$ cat config.mk
export PLATFORM = sky130hd
export DESIGN_NAME = msrh_stq_drain
export DESIGN_NICKNAME = d
export VERILOG_FILES = /design/src/rtl/msrh_conf_pkg.sv /design/src/rtl/msrh_lsu_pkg.sv /design/src/rtl/msrh_stq_drain_align.sv /design/src/rtl/msrh_stq_drain.sv
export SDC_FILE = /design/constraint.sdc
export NUM_CORES = 1
export LEC_CHECK = 0
export BUFFER_PORTS_ARGS = -buffer_cell sky130_fd_sc_hd__buf_2
export CORE_MARGIN = 2
export CORE_UTILIZATION = 54
export DETAILED_ROUTE_END_ITERATION = 6
export PLACE_DENSITY = 0.85
export SYNTH_ARGS = -nofsm -noshare
export SYNTH_HDL_FRONTEND = slang
export SYNTH_SLANG_ARGS = --single-unit
$ cat constraint.sdc
create_clock -name i_clk -period 8.19 [get_ports i_clk]
set_input_delay 1.638 -clock i_clk [delete_from_list [all_inputs] [get_ports i_clk]]
set_output_delay 1.638 -clock i_clk [all_outputs]
set_load 0.02 [all_outputs]
$ cat src/rtl/msrh_conf_pkg.sv
// Core-wide configuration constants shared by the LSU blocks.
package msrh_conf_pkg;
  localparam int PADDR_W       = 32;
  localparam int DCACHE_DATA_W = 128;
  localparam int STQ_SIZE      = 4;
endpackage

$ cat src/rtl/msrh_lsu_pkg.sv
// LSU types for the committed-store drain buffer.
package msrh_lsu_pkg;
  import msrh_conf_pkg::*;

  localparam int DCACHE_LANE_B = DCACHE_DATA_W / 8;

  typedef struct packed {
    logic [PADDR_W-1:0] paddr;
    logic [63:0]        data;
    logic [7:0]         strb;
  } stq_drain_entry_t;

  typedef enum logic [1:0] {IDLE, REQ, WAIT_RESP, WAIT_REFILL} stq_drain_state_t;
endpackage

$ cat src/rtl/msrh_stq_drain_align.sv
// Places an 8-byte store word and its byte enables into its slot of a D-cache line.
module msrh_stq_drain_align #(
  parameter int DCACHE_DATA_W = 128
) (
  input  logic [$clog2(DCACHE_DATA_W/8)-4:0] i_slot,
  input  logic [63:0]                        i_data,
  input  logic [7:0]                         i_strb,
  output logic [DCACHE_DATA_W-1:0]           o_data,
  output logic [DCACHE_DATA_W/8-1:0]         o_strb
);
  assign o_data = DCACHE_DATA_W'(i_data) << {i_slot, 6'd0};
  assign o_strb = (DCACHE_DATA_W/8)'(i_strb) << {i_slot, 3'd0};
endmodule

$ cat src/rtl/msrh_stq_drain.sv
// In-order committed-store buffer draining oldest-first into the L1D write port.
// Optional build macro MSRH_STQ_DRAIN_MERGE_EN merges same-word stores into the youngest entry.
module msrh_stq_drain
  import msrh_lsu_pkg::*;
#(
  parameter int STQ_SIZE      = msrh_conf_pkg::STQ_SIZE,
  parameter int PADDR_W       = msrh_conf_pkg::PADDR_W,
  parameter int DCACHE_DATA_W = msrh_conf_pkg::DCACHE_DATA_W
) (
  input  logic                         i_clk,
  input  logic                         i_reset,
  input  logic                         i_enq_valid,
  output logic                         o_enq_ready,
  input  logic [PADDR_W-1:0]           i_enq_paddr,
  input  logic [63:0]                  i_enq_data,
  input  logic [7:0]                   i_enq_strb,
  output logic                         o_dc_req_valid,
  input  logic                         i_dc_req_ready,
  output logic [PADDR_W-1:0]           o_dc_req_paddr,
  output logic [DCACHE_DATA_W-1:0]     o_dc_req_data,
  output logic [DCACHE_DATA_W/8-1:0]   o_dc_req_strb,
  input  logic                         i_dc_resp_valid,
  input  logic                         i_dc_resp_hit,
  input  logic                         i_dc_refill_done,
  input  logic                         i_fence_req,
  output logic                         o_fence_done,
  output logic                         o_empty,
  output logic [$clog2(STQ_SIZE):0]    o_count
);
  localparam int OFS_W = $clog2(DCACHE_DATA_W/8);
  localparam int PTR_W = $clog2(STQ_SIZE);
  localparam int CNT_W = PTR_W + 1;

  stq_drain_entry_t r_mem [STQ_SIZE];
  logic [PTR_W-1:0] r_head;
  logic [PTR_W-1:0] r_tail;
  logic [CNT_W-1:0] r_count;
  stq_drain_state_t r_state;
  logic             r_req_valid;

  logic [PTR_W-1:0] w_young;
  logic             w_merge;
  logic             w_enq;
  logic             w_alloc;
  logic             w_pop;
  logic [CNT_W-1:0] w_count_nxt;
  logic [63:0]      w_merge_data;

  assign w_young = r_tail - PTR_W'(1);

`ifdef MSRH_STQ_DRAIN_MERGE_EN
  // The in-flight head must stay frozen, so it only absorbs stores while the FSM is idle.
  assign w_merge = (r_count != '0) &&
                   !((w_young == r_head) && (r_state != IDLE)) &&
                   (r_mem[w_young].paddr[PADDR_W-1:3] == i_enq_paddr[PADDR_W-1:3]);
`else
  assign w_merge = 1'b0;
`endif

  assign o_enq_ready = (r_count != CNT_W'(STQ_SIZE)) | w_merge;
  assign w_enq       = i_enq_valid & o_enq_ready;
  assign w_alloc     = w_enq & ~w_merge;
  assign w_pop       = (r_state == WAIT_RESP) & i_dc_resp_valid & i_dc_resp_hit;
  assign w_count_nxt = r_count + CNT_W'(w_alloc) - CNT_W'(w_pop);

  always_comb begin
    w_merge_data = r_mem[w_young].data;
    for (int b = 0; b < 8; b++) begin
      if (i_enq_strb[b]) w_merge_data[b*8 +: 8] = i_enq_data[b*8 +: 8];
    end
  end

  always_ff @(posedge i_clk) begin
    if (w_alloc) begin
      r_mem[r_tail] <= '{paddr: i_enq_paddr, data: i_enq_data, strb: i_enq_strb};
    end else if (w_enq) begin
      r_mem[w_young].data <= w_merge_data;
      r_mem[w_young].strb <= r_mem[w_young].strb | i_enq_strb;
    end
  end

  always_ff @(posedge i_clk) begin
    if (i_reset) begin
      r_head      <= '0;
      r_tail      <= '0;
      r_count     <= '0;
      r_state     <= IDLE;
      r_req_valid <= 1'b0;
    end else begin
      if (w_alloc) r_tail <= r_tail + PTR_W'(1);
      if (w_pop)   r_head <= r_head + PTR_W'(1);
      r_count <= w_count_nxt;
      case (r_state)
        IDLE: begin
          if (r_count != '0) begin
            r_state     <= REQ;
            r_req_valid <= 1'b1;
          end
        end
        REQ: begin
          if (i_dc_req_ready) begin
            r_state     <= WAIT_RESP;
            r_req_valid <= 1'b0;
          end
        end
        WAIT_RESP: begin
          if (i_dc_resp_valid) begin
            if (!i_dc_resp_hit) begin
              r_state <= WAIT_REFILL;
            end else if (w_count_nxt != '0) begin
              r_state     <= REQ;
              r_req_valid <= 1'b1;
            end else begin
              r_state <= IDLE;
            end
          end
        end
        WAIT_REFILL: begin
          // Replay the retained head once the line is back.
          if (i_dc_refill_done) begin
            r_state     <= REQ;
            r_req_valid <= 1'b1;
          end
        end
        default: r_state <= IDLE;
      endcase
    end
  end

  msrh_stq_drain_align #(.DCACHE_DATA_W(DCACHE_DATA_W)) u_align (
    .i_slot (r_mem[r_head].paddr[OFS_W-1:3]),
    .i_data (r_mem[r_head].data),
    .i_strb (r_mem[r_head].strb),
    .o_data (o_dc_req_data),
    .o_strb (o_dc_req_strb)
  );

  assign o_dc_req_valid = r_req_valid;
  assign o_dc_req_paddr = {r_mem[r_head].paddr[PADDR_W-1:OFS_W], OFS_W'(0)};
  assign o_empty        = (r_count == '0);
  assign o_count        = r_count;
  assign o_fence_done   = i_fence_req & o_empty & (r_state == IDLE);
endmodule
==> results.json, run 1 <==
{
  "max_freq_mhz": 200.7,
  "fin_cells": 1492,
  "cts_root_buf": "clkbuf_16",
  "first_global_vias": 8367,
  "tritoncts": "done",
  "critPathKind": "flip-flop to output pin",
  "place.gp.congestion": 0.7294,
  "fin_crit_sh_pct": 60.84,
  "htree_levels": 2,
  "synth_top_cell_area_share_pct": 74.69,
  "timing.final.crit_period_ns": 4.983,
  "row_count": 63,
  "antenna_left": 0,
  "core_um2": 29640,
  "dr.pass1.iters": 4,
  "final_common_cell": "edfxtp_1",
  "dp_slack_ns": 3.701,
  "antenna_found_initial": 5,
  "cp_max_fo": 122,
  "start_kind": "flip-flop",
  "drt-total-wl_mm": 31.25,
  "netlist_area_um2": 16240,
  "clockBufferDepth": 3,
  "slowest_stage": "dfxtp_4",
  "hold_buffers": 0,
  "ir_worst_vdd_mv": 0.2134,
  "wl_met3_mm": 2.596,
  "status": "completed",
  "die_area_um2": 31480,
  "cts_resized": 0,
  "cts.sink_count": 416,
  "wl_met2_mm": 15.93,
  "pin_count": 295,
  "m1WireLength_mm": 12.09,
  "maxUsedRoutingLayer": "met5",
  "ys_seq_elements": 416,
  "worstPathCellList": "mux4_4 -> buf_4 -> and2_1 -> buf_2",
  "ys_seq_area_share_pct": 76.17,
  "track_usage_pct": 19.81,
  "required_ns": 6.55,
  "fp.dieW_um": 177.4,
  "mostFrequentLayoutCells": "edfxtp_1 (404), buf_2 (287), mux4_2 (100)",
  "cts-buffers-inserted": 43,
  "yosys.cell_types.count": 31,
  "tns_ns": 0,
  "setup_viol_count_final": 0,
  "max_slew.worst_pin.slew_ns": 1.034,
  "hold_violations": 0,
  "slew_viol_final": 0,
  "synth_area_leaders": "edfxtp_1 (75%), mux4_2 (14%), nor2b_1 (3.0%)",
  "syn2layout_area_growth_pct": 20.47,
  "final_nets": 1189,
  "place_inst": 1411,
  "drtIter0Drc": 514,
  "hold_depth": 2,
  "skew_ns": 0.01378,
  "start_util_pct": 54.80,
  "wl_per_cell_um": 20.94,
  "clk_latency_ns": 0.53,
  "post-dp-hpwl_mm": 18.60,
  "max_stage_delay_ns": 0.85,
  "maxCapViolations": 0,
  "arrival_ns": 3.34,
  "yosysTopAreaCell": "edfxtp_1",
  "hold_start": "r_tail[1]",
  "avgViaCountPerCell": 5.443,
  "fp.dieH_um": 177.4,
  "worst_slack_ns": 3.207,
  "timing.rr.start": "o_count[2]",
  "ys_warn_count": 0,
  "end_kind": "output pin",
  "relSlewSlack_pct": 31.09,
  "postCtsSetupBuffers": 0,
  "crit_family": "buffers and inverters",
  "min_path_type": "flip-flop to flip-flop",
  "drive_gt1_share_pct": 42.95,
  "numPortBuffers": 287,
  "synth.avg_cell_area_um2": 21.23,
  "reg2reg_depth": 11,
  "p_leak_nw": 6.902,
  "overflow": 0,
  "grt_max_degree": 123,
  "cp.depth": 4,
  "rsz0062_at_grt": "no",
  "grt_first_pass_wirelength_mm": 46.91,
  "clkTransAtPathRegs_ns": 0.06,
  "power_density_nw_per_um2": 295.3,
  "syn_inst": 765,
  "crit_buf_inv": 2,
  "dr_total_vias": 8121,
  "drc": 0
}
[cells by family (layout without fill, tap and decap cells)]
kind of cell	count (synthesis)	after routing	synth area share, %
xor gates and xnor gates	4	4	0.3005
DFF	416	416	76.17
muxes	103	103	14.17
other	1	7	0.02309
and+or+nand+nor	173	173	6.694
AOI/OAI and AO/OA	5	5	0.3389
buffers and inverters	52	383	1.410
adders and majority gates	11	11	0.8936
[synthesized netlist by cell type]
| cell | n |
|---|---|
| clkbuf_1 | 21 |
| and2_1 | 73 |
| buf_4 | 5 |
| a2111oi_4 | 1 |
| inv_1 | 10 |
| conb_1 | 1 |
| mux4_2 | 101 |
| and2_2 | 1 |
| edfxtp_1 | 404 |
| mux2_2 | 1 |
| fa_1 | 1 |
| and3_1 | 5 |
| a21oi_1 | 1 |
| xnor3_1 | 1 |
| nand2_1 | 3 |
| mux2_4 | 1 |
| o21ai_0 | 1 |
| ha_1 | 10 |
| a221oi_1 | 1 |
| or3b_1 | 2 |
| nor4b_2 | 1 |
| xnor2_1 | 2 |
| a21o_2 | 1 |
| buf_2 | 12 |
| dfxtp_1 | 12 |
| nor2_1 | 6 |
| nor4_4 | 1 |
| nor3_1 | 2 |
| buf_1 | 4 |
| nor2b_1 | 79 |
| xor2_1 | 1 |
[cell type report]
type / count / area (µm²)
inverters: 10 / 37.54
flip-flops and latches: 416 / 12380
repair buffers: 295 / 1496
multi-input cells: 300 / 3675
clock inverters: 27 / 355.3
fillers: 1937 / 10070
well taps: 390 / 488.0
clock buffers: 51 / 1127
diodes: 3 / 7.507
[final timing paths]
path	to	slack [ns]
hold reg to reg	r_tail[1]	0.52
hold / removal	r_tail[1]	0.52
setup reg to reg	o_dc_req_valid	4.97
setup / recovery	o_dc_req_data[125]	3.21
[power by group]
part,switching [mW],internal [mW]
logic,0.680,0.395
registers,0.0644,2.63
clock network,0.774,1.24
total,1.52,4.26
[per-stage QoR]
step	utilization (%)	hold slack (ns)	power [mW]	cell area, µm²
6_report	66.02	0.5203	5.779	19570
5_1_grt	65.99	0.5611	6.004	19560
3_5_place_dp	60.99	0.5076	3.823	18080
4_1_cts	65.99	0.5250	5.840	19560
2_1_floorplan	-	0.4692	3.450	16250
3_3_place_gp	60.99	0.4908	3.781	18080
[worst register-to-register path, cell delays in order, from the launching register on]
cell,delay (ns)
dfxtp_1,0.41
or3b_1,0.46
and2_1,0.23
inv_1,0.08
ha_1,0.13
inv_1,0.04
ha_1,0.19
fa_1,0.40
xnor3_1,0.44
nor4_4,0.05
or3b_1,0.37
mux2_4,0.31
[flip-flops by register name (all words and copies together) (netlist names), named ones only]
signal and count:
r_tail 2, o_dc_req_valid 1, r_state 2, r_head 2
o_count 3, r_mem 404
[routing by layer]
layer,vias to the layer above,track usage [%]
li1,3646,-
met1,4120,24.53
met2,297,34.03
met5,-,0
met3,54,6.191
met4,4,5.225
No activity file was read; power rests on OpenSTA's default activity.
==> inputs of run 2 (changes only) <==
--- a/config.mk
+++ b/config.mk
@@ -7,9 +7,9 @@
 export LEC_CHECK = 0
 export BUFFER_PORTS_ARGS = -buffer_cell sky130_fd_sc_hd__buf_2
 export CORE_MARGIN = 2
-export CORE_UTILIZATION = 54
+export CORE_UTILIZATION = 50
 export DETAILED_ROUTE_END_ITERATION = 6
-export PLACE_DENSITY = 0.85
+export PLACE_DENSITY = 0.83
 export SYNTH_ARGS = -nofsm -noshare
 export SYNTH_HDL_FRONTEND = slang
 export SYNTH_SLANG_ARGS = --single-unit
==> constraint.sdc (replaced) <==
create_clock -name i_clk -period 4.2 [get_ports i_clk]
set_input_delay 0.84 -clock i_clk [delete_from_list [all_inputs] [get_ports i_clk]]
set_output_delay 0.84 -clock i_clk [all_outputs]
set_load 0.02 [all_outputs]
==> run 2 against run 1 <==
Net effect:
- largest cell class unchanged
- critical endpoint is now o_dc_req_data[37]
- register-to-register slack got worse by 3.9 ns
- count of clock-buffer cells in the layout rose by 3
- die area rose by 7.8%
- cell count rose by 2.8%
- via count fell by 1.9%
- sequential power rose by 94%
- clock skew rose by 0.0096 ns
- sequential share of layout area barely moved
- first-iteration DRC count rose by 8.4%
- global-route usage fell by 2.1 points
- non-clock buffer count rose by 1
- cell area barely moved
==> results.json, run 2 (synthesis gave the netlist of run 1 again) <==
{
  "core_um2": 31800,
  "maxCapViolations": 0,
  "syn2layout_area_growth_pct": 20.55,
  "arrival_ns": 2.77,
  "antenna_left": 0,
  "tritoncts": "done",
  "cts_resized": 0,
  "die_area_um2": 33940,
  "mostFrequentLayoutCells": "edfxtp_1 (404), buf_2 (287), mux4_2 (100)",
  "row_count": 65,
  "min_path_type": "flip-flop to flip-flop",
  "pin_count": 295,
  "fp.dieW_um": 184.2,
  "max_slew.worst_pin.slew_ns": 1.257,
  "seqCellArea_um2": 12380,
  "max_freq_mhz": 277.1,
  "dr.pass1.iters": 5,
  "htree_levels": 2,
  "cts_root_buf": "clkbuf_16",
  "drive_gt1_share_pct": 42.62,
  "antenna_found_initial": 3,
  "track_usage_pct": 17.70,
  "drc": 0,
  "fin_crit_sh_pct": 85.92,
  "hold_buffers": 0,
  "numPortBuffers": 287,
  "fin_cells": 1534,
  "drt-total-wl_mm": 29.85,
  "fin_util_pct": 61.57,
  "overflow": 0,
  "regMostFlops": "r_mem",
  "power_density_nw_per_um2": 560.0,
  "grt_first_pass_wirelength_mm": 45.41,
  "critPathKind": "flip-flop to output pin",
  "p_leak_nw": 6.871,
  "dr_total_vias": 7963,
  "fp.dieH_um": 184.2,
  "postCtsSetupBuffers": 0,
  "first_global_vias": 8055,
  "skew_ns": 0.02340,
  "drtIter0Drc": 557,
  "hold_violations": 0,
  "wl_per_cell_um": 19.46,
  "clk_latency_ns": 0.53,
  "slew_viol_final": 0,
  "relSlewSlack_pct": 16.20,
  "multi_input_area_um2": 3675,
  "timing.final.crit_period_ns": 3.609,
  "clockBufferDepth": 3,
  "fillCellCount": 2192,
  "place_inst": 1457,
  "end_kind": "output pin",
  "setup_viol_count_final": 0,
  "rrSetupSlack_ns": 1.02,
  "start_kind": "flip-flop",
  "post-dp-hpwl_mm": 18.12,
  "cts.sink_count": 416,
  "finalPower_mw": 10.96,
  "final_common_cell": "edfxtp_1",
  "grt_max_degree": 145,
  "largest_reg_flops": 404,
  "cp_max_fo": 144,
  "rsz0062_at_grt": "no",
  "required_ns": 3.36,
  "clkTransAtPathRegs_ns": 0.06,
  "final_nets": 1189,
  "ir_worst_vdd_mv": 0.5240,
  "avgViaCountPerCell": 5.191,
  "start_util_pct": 51.08,
  "place.gp.congestion": 0.7268,
  "tns_ns": 0,
  "cts-buffers-inserted": 42,
  "status": "completed"
}
[run 2: per-layer routing]
metal	vias to the layer above	wire length [µm]	global-route usage, %
li1	3639	-	-
met1	4028	12110	22.27
met2	265	15160	30.66
met3	27	2217	5.137
met4	4	330	4.000
met5	-	27	0
[run 2: area by class of cell]
type | count | area share (%)
Antenna cell | 1 | 0.01278
Clock buffer | 54 | 5.924
Clock inverter | 22 | 1.093
Inverter | 10 | 0.1917
Multi-Input combinational cell | 300 | 18.77
Sequential cell | 416 | 63.23
Tap cell | 435 | 2.780
Timing Repair Buffer | 296 | 8.001
[run 2: worst paths after layout]
check | end | depth (start not counted) | from
max | o_dc_req_data[37] | 3 | flip-flop
min | r_tail[1] | 2 | r_tail[1]
max reg2reg | o_dc_req_valid | 11 | o_count[2]
min reg2reg | r_tail[1] | 2 | r_tail[1]
[run 2: critical path, cell delays in order (launching register included)]
cell,delay [ns]
dfxtp_4,0.37
mux4_4,1.07
nor2b_1,0.38
buf_2,0.22
[run 2: metrics by stage]
| step | setup WS [ns] | hold WS [ns] | cell area (µm²) |
|---|---|---|---|
| 3_3_place_gp | 0.8193 | 0.4902 | 18200 |
| 6_report | 0.5913 | 0.5188 | 19580 |
| 4_1_cts | 0.6610 | 0.4966 | 19580 |
| 5_1_grt | 0.5205 | 0.4935 | 19580 |
| 3_5_place_dp | 0.8133 | 0.5076 | 18200 |
| 2_1_floorplan | 0.4423 | 0.4692 | 16250 |
[run 2: where the power goes]
part | leakage [nW] | internal, mW | switching (mW)
Combinational | 2.41 | 0.788 | 1.31
Sequential | 3.80 | 5.11 | 0.119
Clock | 0.661 | 2.20 | 1.43
==> inputs of run 3 (changes only) <==
--- a/config.mk
+++ b/config.mk
@@ -6,6 +6,7 @@
 export NUM_CORES = 1
 export LEC_CHECK = 0
 export BUFFER_PORTS_ARGS = -buffer_cell sky130_fd_sc_hd__buf_2
+export CORE_ASPECT_RATIO = 0.7
 export CORE_MARGIN = 2
 export CORE_UTILIZATION = 50
 export DETAILED_ROUTE_END_ITERATION = 6
==> constraint.sdc (replaced) <==
create_clock -name i_clk -period 3.1 [get_ports i_clk]
set_input_delay 0.62 -clock i_clk [delete_from_list [all_inputs] [get_ports i_clk]]
set_output_delay 0.62 -clock i_clk [all_outputs]
set_load 0.02 [all_outputs]
==> run 3 against run 2 <==
Net effect:
- sequential power increased by 36%
- first-iteration DRC count decreased by 6.3%
- die area about the same
- via count increased by 2.2%
- clock power increased by 23%
- count of clock-buffer cells in the layout decreased by 1
- sequential cell count unchanged
- wire length increased by 8.3%
- worst setup slack got worse by 0.52 ns
- hold slack got worse by 0.23 ns
- global-route usage increased by 1.3 points
- highest routed layer unchanged
==> results.json, run 3 (synthesis gave the netlist of run 1 again) <==
{
  "worst_slack_ns": 0.06766,
  "power_density_nw_per_um2": 739.9,
  "tns_ns": 0,
  "relSlewSlack_pct": 52.70,
  "start_util_pct": 50.54,
  "antenna_found_initial": 9,
  "drc": 0,
  "cts.sink_count": 416,
  "drt-total-wl_mm": 32.32,
  "drtIter0Drc": 522,
  "place.gp.congestion": 0.7524,
  "core_um2": 32140,
  "avgViaCountPerCell": 5.320,
  "start_kind": "flip-flop",
  "min_path_type": "input port to flip-flop",
  "status": "completed",
  "overflow": 0,
  "wl_per_cell_um": 21.12,
  "rrSetupSlack_ns": 0.10,
  "fin_crit_sh_pct": 97.82,
  "row_count": 55,
  "clk_latency_ns": 0.54,
  "ir_worst_vdd_mv": 0.5708,
  "pin_count": 295,
  "max_slew.worst_pin.slew_ns": 0.7095,
  "htree_levels": 2,
  "grt_first_pass_wirelength_mm": 48.20,
  "critPathKind": "flip-flop to output pin",
  "hold_violations": 0,
  "skew_ns": 0.02409,
  "arrival_ns": 2.41,
  "finalPower_mw": 14.60,
  "cts_root_buf": "clkbuf_16",
  "dp_slack_ns": 0.04749,
  "worstPathCellList": "mux4_4 -> buf_12 -> and2_1 -> buf_2",
  "dr.pass1.iters": 5,
  "fp.dieW_um": 219.4,
  "maxCapViolations": 0,
  "p_leak_nw": 6.914,
  "end_kind": "output pin",
  "rsz0062_at_grt": "yes",
  "clockBufferDepth": 3,
  "numPortBuffers": 287,
  "max_stage_delay_ns": 0.75,
  "drive_gt1_share_pct": 44.17,
  "setup_viol_count_final": 0,
  "slew_viol_final": 0,
  "regMostFlops": "r_mem",
  "grt_max_degree": 102,
  "final_nets": 1196,
  "required_ns": 2.48,
  "final_common_cell": "edfxtp_1",
  "cp_max_fo": 79,
  "crit_family": "multiplexers",
  "fp.dieH_um": 154.8,
  "track_usage_pct": 19.02,
  "tritoncts": "done",
  "fin_cells": 1530,
  "max_freq_mhz": 329.8,
  "place_inst": 1453,
  "largest_reg_flops": 404,
  "post-dp-hpwl_mm": 19.45,
  "cts-buffers-inserted": 40,
  "slowest_stage": "mux4_4",
  "mostFrequentLayoutCells": "edfxtp_1 (404), buf_2 (270), mux4_2 (101)",
  "dr_total_vias": 8139,
  "clkTransAtPathRegs_ns": 0.07,
  "crit_buf_inv": 2,
  "timing.final.crit_period_ns": 3.032,
  "antenna_left": 0,
  "die_area_um2": 33970,
  "syn2layout_area_growth_pct": 21.49,
  "first_global_vias": 8314,
  "hold_buffers": 0
}
[run 3: changes by cell type in the layout (fill, tap and decap cells not counted), sizes merged]
cell and change:
inv -1, clkbuf -1, clkinvlp -1, mux4 +1
bufbuf +1, clkinv -3, diode +4, buf +7
bufinv -3
[run 3: area by class of cell]
type	instances	area, µm²
well taps	427	534.3
clock inverters	14	103.9
repair buffers	304	1838
inverters	10	37.54
diodes	5	12.51
flip-flops and latches	416	12380
fillers	2244	12410
clock buffers	53	1092
multi-input cells	301	3731
[run 3: power breakdown]
part | switching [mW] | internal, mW | leakage, nW
combinational | 1.84 | 1.18 | 2.53
clock | 1.92 | 2.55 | 0.577
sequential | 0.171 | 6.94 | 3.80
[run 3: path summary, 6_finish.rpt]
path / end / cells after the start / start
hold reg to reg: r_head[1] / 2 / r_head[1]
setup reg to reg: o_dc_req_valid / 11 / o_count[0]
hold / removal: r_mem[0][82] / 1 / i_enq_paddr[10]
setup / recovery: o_dc_req_data[109] / 4 / r_mem[0][75]
[run 3: repair_timing]
item,4_1_cts,5_1_grt
gates cloned,2,0
pin swaps,0,6
resized for setup,2,40
setup endpoints to repair,37,73
buffers inserted,2,1
[run 3: per-stage QoR]
step	hold WS, ns	instance area, µm²	utilization (%)
2_1_floorplan	0.4692	16260	-
3_3_place_gp	0.4839	18320	56.99
3_5_place_dp	0.5275	18320	56.99
4_1_cts	0.2594	19590	60.97
5_1_grt	0.2725	19720	61.37
6_report	0.2900	19730	61.40
[run 3: routing by layer]
layer / up-vias / global-route usage, % / part of all wire [%]
li1: 3654 / - / -
met1: 4142 / 25.48 / 42
met2: 277 / 30.40 / 48
met3: 58 / 5.841 / 7.4
met4: 8 / 5.566 / 2.2
met5: - / 0 / 0.16
